$ cat src/rtl/mole_round_sched.sv
// mole_round_sched: game-session sequencer for the whack-a-mole datapath.
// Requests patterns, times rounds, judges buttons, tracks score/lives/level.
module mole_round_sched #(
   parameter int ROUND_T0   = 5000,
   parameter int ROUND_STEP = 1000,
   parameter int ROUND_MIN  = 2000,
   parameter int LIVES      = 3,
   parameter int LEVEL_UP   = 5,
   parameter int GAP_CYC    = 500
) (
   input  logic       clk,
   input  logic       rst_n,
   input  logic       ena,
   input  logic       start,
   input  logic [6:0] btn,
   output logic       pat_req,
   input  logic       pat_valid,
   input  logic [6:0] pat_in,
   output logic [6:0] mole,
   output logic [1:0] level,
   output logic [2:0] num_lit,
   output logic [7:0] score,
   output logic [1:0] lives,
   output logic [7:0] hiscore,
   output logic       game_over,
   output logic       busy
);

   typedef enum logic [2:0] {IDLE, REQ, SHOW, GAP, OVER} state_t;

   localparam logic [15:0] T0     = 16'(ROUND_T0);
   localparam logic [15:0] STEP   = 16'(ROUND_STEP);
   localparam logic [15:0] TMIN   = 16'(ROUND_MIN);
   localparam logic [15:0] GAP_M1 = 16'(GAP_CYC - 1);
   localparam logic [1:0]  LIVES2 = 2'(LIVES);
   localparam logic [7:0]  LVL_UP = 8'(LEVEL_UP);

   state_t      state_q;
   logic [6:0]  mole_q;
   logic [1:0]  level_q;
   logic [2:0]  num_lit_q;
   logic [7:0]  score_q;
   logic [1:0]  lives_q;
   logic [7:0]  hiscore_q;
   logic [7:0]  hit_cnt_q;
   logic [15:0] cnt_q;
   logic        pat_req_q;
   logic        game_over_q;
   logic        busy_q;
   logic        start_q;

   logic [15:0] step_d;
   logic [15:0] preset_d;
   logic [7:0]  hit_cnt_d;
   logic        start_edge;
   logic        wrong;
   logic        hit;
   logic        lose;

   // Round length shrinks per level but never underflows or drops below TMIN
   always_comb begin
      step_d   = {14'd0, level_q} * STEP;
      preset_d = TMIN;
      if (T0 >= step_d && (T0 - step_d) > TMIN)
         preset_d = T0 - step_d;
   end

   assign hit_cnt_d  = hit_cnt_q + 8'd1;
   assign start_edge = start & ~start_q;
   assign wrong      = |(btn & ~mole_q);
   assign hit        = (btn & mole_q) == mole_q;
   assign lose       = wrong | (~hit & (cnt_q == 16'd0));

   always_ff @(posedge clk) begin
      if (!rst_n || !ena) begin
         state_q     <= IDLE;
         mole_q      <= '0;
         level_q     <= '0;
         num_lit_q   <= 3'd1;
         score_q     <= '0;
         lives_q     <= '0;
         hit_cnt_q   <= '0;
         cnt_q       <= '0;
         pat_req_q   <= 1'b0;
         game_over_q <= 1'b0;
         busy_q      <= 1'b0;
         start_q     <= 1'b1;
         if (!rst_n)
            hiscore_q <= '0;
      end else begin
         start_q <= start;
         unique case (state_q)
            IDLE, OVER: begin
               if (start_edge) begin
                  score_q     <= '0;
                  lives_q     <= LIVES2;
                  level_q     <= '0;
                  num_lit_q   <= 3'd1;
                  hit_cnt_q   <= '0;
                  state_q     <= REQ;
                  pat_req_q   <= 1'b1;
                  busy_q      <= 1'b1;
                  game_over_q <= 1'b0;
               end
            end
            REQ: begin
               if (pat_valid && pat_in != 7'd0) begin
                  mole_q    <= pat_in;
                  cnt_q     <= preset_d - 16'd1;
                  pat_req_q <= 1'b0;
                  state_q   <= SHOW;
               end
            end
            SHOW: begin
               if (lose) begin
                  mole_q <= '0;
                  if (lives_q == 2'd1) begin
                     lives_q     <= '0;
                     state_q     <= OVER;
                     busy_q      <= 1'b0;
                     game_over_q <= 1'b1;
                     if (score_q > hiscore_q)
                        hiscore_q <= score_q;
                  end else begin
                     lives_q <= lives_q - 2'd1;
                     state_q <= GAP;
                     cnt_q   <= GAP_M1;
                  end
               end else if (hit) begin
                  mole_q  <= '0;
                  state_q <= GAP;
                  cnt_q   <= GAP_M1;
                  if (score_q != 8'hFF)
                     score_q <= score_q + 8'd1;
                  if (hit_cnt_d >= LVL_UP) begin
                     if (level_q != 2'd3) begin
                        level_q   <= level_q + 2'd1;
                        num_lit_q <= num_lit_q + 3'd1;
                        hit_cnt_q <= '0;
                     end else begin
                        hit_cnt_q <= LVL_UP;
                     end
                  end else begin
                     hit_cnt_q <= hit_cnt_d;
                  end
               end else begin
                  cnt_q <= cnt_q - 16'd1;
               end
            end
            GAP: begin
               if (cnt_q != 16'd0) begin
                  cnt_q <= cnt_q - 16'd1;
               end else if (btn == 7'd0) begin
                  state_q   <= REQ;
                  pat_req_q <= 1'b1;
               end
            end
            default: state_q <= IDLE;
         endcase
      end
   end

   assign pat_req   = pat_req_q;
   assign mole      = mole_q;
   assign level     = level_q;
   assign num_lit   = num_lit_q;
   assign score     = score_q;
   assign lives     = lives_q;
   assign hiscore   = hiscore_q;
   assign game_over = game_over_q;
   assign busy      = busy_q;

endmodule

$ cat config.mk
export PLATFORM = sky130hd
export DESIGN_NAME = mole_round_sched
export DESIGN_NICKNAME = d
export VERILOG_FILES = /design/src/rtl/mole_round_sched.sv
export SDC_FILE = /design/constraint.sdc
export NUM_CORES = 1
export LEC_CHECK = 0
export CORE_MARGIN = 3
export CORE_UTILIZATION = 64
export CTS_CLUSTER_SIZE = 10
export DETAILED_ROUTE_END_ITERATION = 10
export DONT_BUFFER_PORTS = 1
export PLACE_DENSITY = 0.8
export SYNTH_ARGS = -nofsm -noshare
export SYNTH_HDL_FRONTEND = slang
export SYNTH_SLANG_ARGS = --single-unit
$ cat constraint.sdc
create_clock -name clk -period 3.2 [get_ports clk]
set_input_delay 0.32 -clock clk [delete_from_list [all_inputs] [get_ports clk]]
set_output_delay 0.32 -clock clk [all_outputs]
set_load 0.01 [all_outputs]
==> results.txt, run 1 <==
After global routing the overflow that remains totals 0. At the worst endpoint, the arrival time is 2.99 ns. The final worst clock skew is roughly 0.011 ns. The areal power density over the cells came out at 392 nW/um2. The layout overhead on the synthesized area is 7.86%.

The synthesized design contains 61 register bits. Once routing completed, OpenROAD measured the worst setup slack at 0.474 ns. Timing would allow up to 367 MHz.

Dividing the final minimum period by the clock period gives 0.852. The peak supply drop came out at 243 uV. The area enclosed by the die boundary came out at around 6500 um2.

The detailed-router iteration count before antenna repair is 5. The worst setup slack for register-to-register paths came out at 0.47 ns. The overall power is 1.51 mW. The via count of the routed design came out at 3227.

The required arrival time at the worst endpoint is 3.47 ns. The critical path goes through nor2b_1 -> a2111o_1 -> a2111o_1 -> a21o_4 -> a311o_1 -> or4_1 -> o21ai_0. In this run the deepest clock path goes through 2 buffers. The HPWL after detailed placement is 6080 um. The total negative slack came out at 0 ns. The number of gates resized after cts is 0. In this run the clock root is driven by a clkbuf_8.

The global router's overall resource usage is 0.279. The CTS clock-pin slew for the worst setup and hold paths is 0.07 ns. Buffers inserted during clock tree synthesis total 9.

OpenSTA, run right after detailed placement, puts the worst setup slack at 0.497 ns. The biggest area contributor in the post-synthesis netlist is dfxtp_1. The final period demand of the worst path is 2.73 ns. In this run, synthesis inferred 8 flip-flops with an integrated enable. The critical path in this run is classified as reg -> reg.

The most frequent cell on the critical path is a2111o_1. The overall die width is 80.8 um. The worst setup path is captured at a flip-flop.

The total non-filler cell area in the finished layout came out at 3860 um2. In the synthesized netlist, the number of instances is 430. The worst hold slack across all endpoints came out at 0.0876 ns. For this design, the slowest cell found on the critical path is or4_1. The layout has 410 filler cells. The vias per cell is 6.34.

The first routing iteration left about 170 violations. The number of post-CTS setup repair buffers came out at 0. The post-route DRC violation count is 0. Entering global routing, the biggest net connects 35 pins.

In this run the critical register-to-register path is launched from mole[5]. The effective utilization at floorplan is 0.679. The most common cell in the synthesized netlist is dfxtp_1. Setup violations remaining at the end of the flow were counted as 0. The sequential cell area fraction in the yosys report is 0.364. The total standard cell area after synthesis came out at 3580 um2. The leakage power of the design is 1.48 nW. The final wirelength is approximately 8500 um. In this run the critical register-to-register path is captured at cnt_q[13]. The run finished with clean final reports. The final-report hold violation count came to 0. For this run, the slowest stage of the critical path takes 0.50 ns. The via count of the first global-routing pass is 2990.

The final layout net count is 476. Setup repair after global routing left no endpoint under its margin. The CTS tree is built. The initial antenna violation count came out at 0. Yosys attributes the largest share of cell area to dfxtp_1 (30%), ha_1 (8.0%), edfxtp_1 (6.7%), o21ai_0 (4.5%), nand2_1 (4.3%). When the netlist entered floorplanning its net count stood at between 400 and 500. The I/O pin count came out at 52. The critical path starts at mole[5]. The placeable core area came out at 5270 um2. The last weighted congestion value of the routability-driven placer came out at 0.901. The number of nets with antenna violations after detailed routing came out at 0. In this run the core area contains 26 standard-cell rows. Synthesis instantiated 61 different standard cells from the library. The critical path ends at cnt_q[13].

The number of antenna repair diodes came out at 0. The measured slew at the worst slew-check pin came out at ~1 ns. The final cell utilization of the core came out at 0.733. The number of clock sinks seen by CTS came out at 61. The number of buffers and inverters on the critical path is 0. STA classifies the critical path startpoint as a flip-flop. The worst hold path belongs to the class in -> reg. The H-tree depth is 3. The path length in cells of the critical path came out at 7. The count of max-cap constraint violations is 0. The number of pins with negative max-slew slack in the final report is 0. The highest fanout seen on the critical path is 10. The number of buffers added on ports came out at 0.

The cell depth of the worst flop-to-flop path came out at 7. The overall die height is 80.8 um. The post-detailed-placement cell area came out at 3670 um2. The global-route wire length before repair came out at 14100 um. The final instance count without filler cells came out at 509. The total of hold buffers inserted after clock tree synthesis came out at 0. The number of warnings issued by yosys is 0. The cell class contributing the biggest share of worst-path delay is compound AO/OA/AOI/OAI gates. In the final routed layout, each cell accounts on average for between 15 and 20 um. Of all flip-flops after synthesis, the portion carrying an async set or reset was 0. The insertion delay to the later sink of the worst-skew pair came out at 0.35 ns.

The average size of a mapped cell is between 8 and 9 um2. The prevailing post-synth register cell is dfxtp_1. The share of post-route cells with drive strength above 1 is 0.0797.

The worst slew margin relative to its limit is 0.312. The fraction of synthesized cell area taken by the top area cell type is 0.296. The number of placed instances, taps included came out at 493. Counting instances in the post-synthesis netlist gives the leading cell types as dfxtp_1 (53), nand2_1 (41), nor2_1 (37), o21ai_0 (32).
[worst register-to-register path: stages (launching register included)]
cell,delay [ns]
dfxtp_1,0.42
nor2b_1,0.08
a2111o_1,0.38
a2111o_1,0.44
a21o_4,0.27
a311o_1,0.47
or4_1,0.50
o21ai_0,0.09
[routing by layer]
| metal | global-route usage | part of all wire | up-vias |
|---|---|---|---|
| li1 | - | - | 1596 |
| met1 | 0.353 | 0.44 | 1519 |
| met2 | 0.442 | 0.48 | 100 |
| met3 | 0.0865 | 0.069 | 12 |
| met4 | 0.113 | 0.011 | 0 |
| met5 | 0 | 0 | - |
[cell families after synthesis]
| kind of cell | synth area share |
|---|---|
| AND/OR/NAND/NOR | 0.265 |
| AO/OA/AOI/OAI | 0.209 |
| flip-flops | 0.364 |
| buffers and inverters | 0.0454 |
| adder cells (fa/ha/maj) | 0.0832 |
| XOR/XNOR | 0.0171 |
| multiplexers | 0.0168 |
[power breakdown]
part           leakage, nW  switching [mW]  internal [mW]
Sequential           0.509         0.00829          0.781
Clock               0.0946           0.302          0.347
Combinational        0.875          0.0473         0.0261
[cell type report]
| class | instances | area, um2 | share of cell area |
|---|---|---|---|
| Sequential cell | 61 | 1300 | 0.337 |
| Inverter | 23 | 86.3 | 0.0224 |
| Timing Repair Buffer | 11 | 82.6 | 0.0214 |
| Clock inverter | 3 | 17.5 | 0.00454 |
| Tap cell | 70 | 87.6 | 0.0227 |
| Multi-Input combinational cell | 328 | 2120 | 0.548 |
| Clock buffer | 13 | 170 | 0.0441 |
[worst min-delay path by stage]
stage | start | endpoint | slack, ns | depth (start not counted)
after floorplan | start | start_q | 0.42 | 1
after global placement | start | start_q | 0.42 | 1
after detailed placement | start | start_q | 0.45 | 1
after CTS | start | start_q | 0.08 | 1
after global routing | start | start_q | 0.06 | 1
final | start | start_q | 0.09 | 1
[cell usage in the layout (no fill, tap or decap), drive strengths merged, types with 2 or more instances in the layout]
| cell type | netlist | layout |
|---|---|---|
| dfxtp | 53 | 53 |
| nand2 | 41 | 41 |
| nor2 | 38 | 38 |
| o21ai | 33 | 33 |
| inv | 23 | 23 |
| ha | 23 | 23 |
| a21oi | 20 | 20 |
| nand4 | 16 | 16 |
| nand2b | 14 | 14 |
| clkbuf | 15 | 13 |
| nor4 | 11 | 11 |
| buf | 3 | 11 |
| o31ai | 10 | 10 |
| nor2b | 9 | 9 |
| nand3 | 9 | 9 |
| and2 | 9 | 9 |
| and3 | 9 | 9 |
| nor3 | 9 | 9 |
| edfxtp | 8 | 8 |
| a31oi | 6 | 6 |
| mux2i | 6 | 6 |
| a32o | 6 | 6 |
| xor2 | 5 | 5 |
| a211oi | 4 | 4 |
| nor3b | 4 | 4 |
| or4 | 4 | 4 |
| a221oi | 3 | 3 |
| or3 | 3 | 3 |
| a21o | 3 | 3 |
| or3b | 3 | 3 |
| o221ai | 2 | 2 |
| nor4b | 2 | 2 |
| a2111o | 2 | 2 |
| xnor2 | 2 | 2 |
| o22ai | 2 | 2 |
| o31a | 2 | 2 |
| o41ai | 2 | 2 |
| clkinv | 0 | 2 |
[sequential cells by signal (all words and copies together), names as in the netlist]
name,flops
cnt_q,16
hiscore,8
hit_cnt_q,8
score,8
mole,7
num_lit,3
state_q,3
level,2
lives,2
busy,1
game_over,1
pat_req,1
start_q,1
Note: power is estimated with default switching activity, not from simulation.
==> run 2: changes to the inputs <==
--- a/config.mk
+++ b/config.mk
@@ -6,11 +6,10 @@
 export NUM_CORES = 1
 export LEC_CHECK = 0
 export CORE_MARGIN = 3
-export CORE_UTILIZATION = 64
+export CORE_UTILIZATION = 40
 export CTS_CLUSTER_SIZE = 10
 export DETAILED_ROUTE_END_ITERATION = 10
 export DONT_BUFFER_PORTS = 1
-export PLACE_DENSITY = 0.8
 export SYNTH_ARGS = -nofsm -noshare
 export SYNTH_HDL_FRONTEND = slang
 export SYNTH_SLANG_ARGS = --single-unit
==> results.txt, run 2 (synthesis gave the netlist of run 1 again) <==
For this design the static power due to leakage is 1.50 nW. The initial antenna violation count came to 0. The slack of the critical path is approximately 0.47 ns. STA classifies the critical path startpoint as a flip-flop. Dividing the final minimum period by the clock period gives 0.852. TritonCTS built the clock tree. The overall die height is 101 um.

Along the worst path, the maximum fanout reaches 10. The effective utilization at floorplan came out at 0.423. The overall die width came out at 101 um. The worst setup path is of the reg -> reg kind. The final-report hold violation count is 0. Of the total power, registers draw 0.495. The layout overhead on the synthesized area came out at 10.2%. Excluding fillers, the count of instances in the completed layout stands at 547. After the first detailed-routing iteration, the DRC count stood at approximately 290. The fraction of power consumed by the clock network is 0.458. The tree is rooted in a clkbuf_8.

The maximum number of pins on one net before global-route repair came out at 36. The area enclosed by the die boundary is roughly 10000 um2. The last weighted congestion value of the routability-driven placer came out at 0.837. The worst hold path class is in -> reg. The aggregate global routing overflow came out at 0. The vias per cell is 5.91. The register with the most flip-flops in the layout has 16 of them.

STA classifies the critical path endpoint as a flip-flop. The fraction of power spent switching nets came out at 0.224. The cell depth of the worst flop-to-flop path is 7. Setup violations remaining at the end of the flow were counted as 0. The number of cells on the worst hold path came out at 1. The number of clock sinks seen by CTS came out at between 60 and 70.

The placeable core area is between 8000 and 9000 um2. The via count of the first global-routing pass is 3043. The areal power density over the cells is around 400 nW/um2.

On the final layout, the worst clock skew is ~0.011 ns. In this run the tool buffered the top-level ports with 0 buffer cells. The I/O pin count is 52. cnt_q holds more flip-flops than any other register. The insertion delay to the later sink of the worst-skew pair is 0.34 ns. The largest single stage delay on the critical path is 0.50 ns. The combinational fraction of design power is 0.047. The measured slew at the worst slew-check pin is 0.919 ns. The share of post-route cells with drive strength above 1 is 0.0837. In this run the remaining antenna-violating nets after routing total 0.

The post-detailed-placement cell area came out at 3740 um2. The placed wire-length estimate after detailed placement is 6520 um. The global router's overall resource usage came out at 0.187. The worst slew margin relative to its limit came out at 0.382. The number of placed instances, taps included is 531. The number of clock buffers inserted by TritonCTS is 9. The number of pins with negative max-slew slack in the final report came to 0. In this design, the critical path's most frequently occurring cell is a2111o_1. The worst hold slack across all endpoints came out at about 0.082 ns. The H-tree depth is 3. The library cell used most frequently in the layout, excluding fill and tap cells, is dfxtp_1. Row generation in the floorplan step produced 33 rows. The total negative slack is 0 ns. The required arrival time at the worst endpoint came out at 3.46 ns. After clock tree synthesis, the setup repair step added 0 buffers. The total of hold buffers inserted after clock tree synthesis is 0. The switching power came out at roughly 0.36 mW. The final wirelength is between 9000 and 10000 um. After clock tree synthesis, the clock-pin slew on the worst setup and hold paths is approximately 0.070 ns. Setup repair after global routing left no endpoint under its margin. Prior to clock tree synthesis, the placed netlist has a worst setup slack of 0.518 ns. The final layout net count came out at 479. The global-route wire length before repair came out at around 15000 um.

The first detailed-routing pass ran for 4 iterations. The via count of the routed design came out at 3233. The count of max-cap constraint violations is 0. The critical path goes through nor2b_1 -> a2111o_1 -> a2111o_1 -> a21o_4 -> a311o_1 -> or4_1 -> o21ai_0.

The number of gates resized after cts came out at 0. The peak supply drop came out at roughly 280 uV. The maximum buffer depth of the clock tree came out at 2.

The overall power is ~1.6 mW. Once layout is complete, the utilization of the core stands at 0.466. In the final routed layout, each cell accounts on average for 16.6 um. The total non-filler cell area in the finished layout is 3950 um2. On the critical path, the stage with the largest delay is an instance of or4_1. The final period demand of the worst path came out at 2.73 ns. The number of antenna repair diodes came out at 0. The internal power component is 1.24 mW. Data on the critical path arrives at its endpoint at between 2 and 3 ns. The upper clock frequency limit came out at around 370 MHz. In the layout the commonest cells are dfxtp_1 (53), nand2_1 (41), nor2_1 (37), o21ai_0 (32).

The flow ran to the end, and the final reports show no timing, DRC or antenna violations. After detailed routing, the number of remaining DRC violations is 0.
[run 2: power groups by stage]
stage	clock network (mW)	logic, mW	registers (mW)
3_5_place_dp	0	0.0750	0.807
3_3_place_gp	0	0.0737	0.807
6_report	0.731	0.0754	0.790
2_1_floorplan	0	0.0559	0.804
5_1_grt	0.797	0.0847	0.790
4_1_cts	0.755	0.0755	0.790
[run 2: per-layer routing]
| metal | wire, um | GRT usage |
|---|---|---|
| met5 | 0 | 0 |
| met1 | 4110 | 0.252 |
| met2 | 4310 | 0.290 |
| met3 | 546 | 0.0491 |
| met4 | 103 | 0.0591 |
[run 2: layout make-up]
cell class                      instances  area, um2
Clock buffer                           10        128
Clock inverter                          6       77.6
Fill cell                             853       4520
Inverter                               23       86.3
Multi-Input combinational cell        328       2120
Sequential cell                        61       1300
Tap cell                              105        131
Timing Repair Buffer                   14        105
[run 2: path summary, 6_finish.rpt]
path | slack, ns | from | endpoint
worst max-delay path | 0.47 | mole[5] | cnt_q[13]
worst min-delay path | 0.08 | start | start_q
worst max register to register | 0.47 | mole[5] | cnt_q[13]
worst min register to register | 0.50 | cnt_q[10] | cnt_q[10]
[run 2: critical path: cells and delay by family, from the launching register on]
kind            cells  cell delay (ns)
compound gates      5             1.64
flops               1             0.43
simple gates        2             0.58
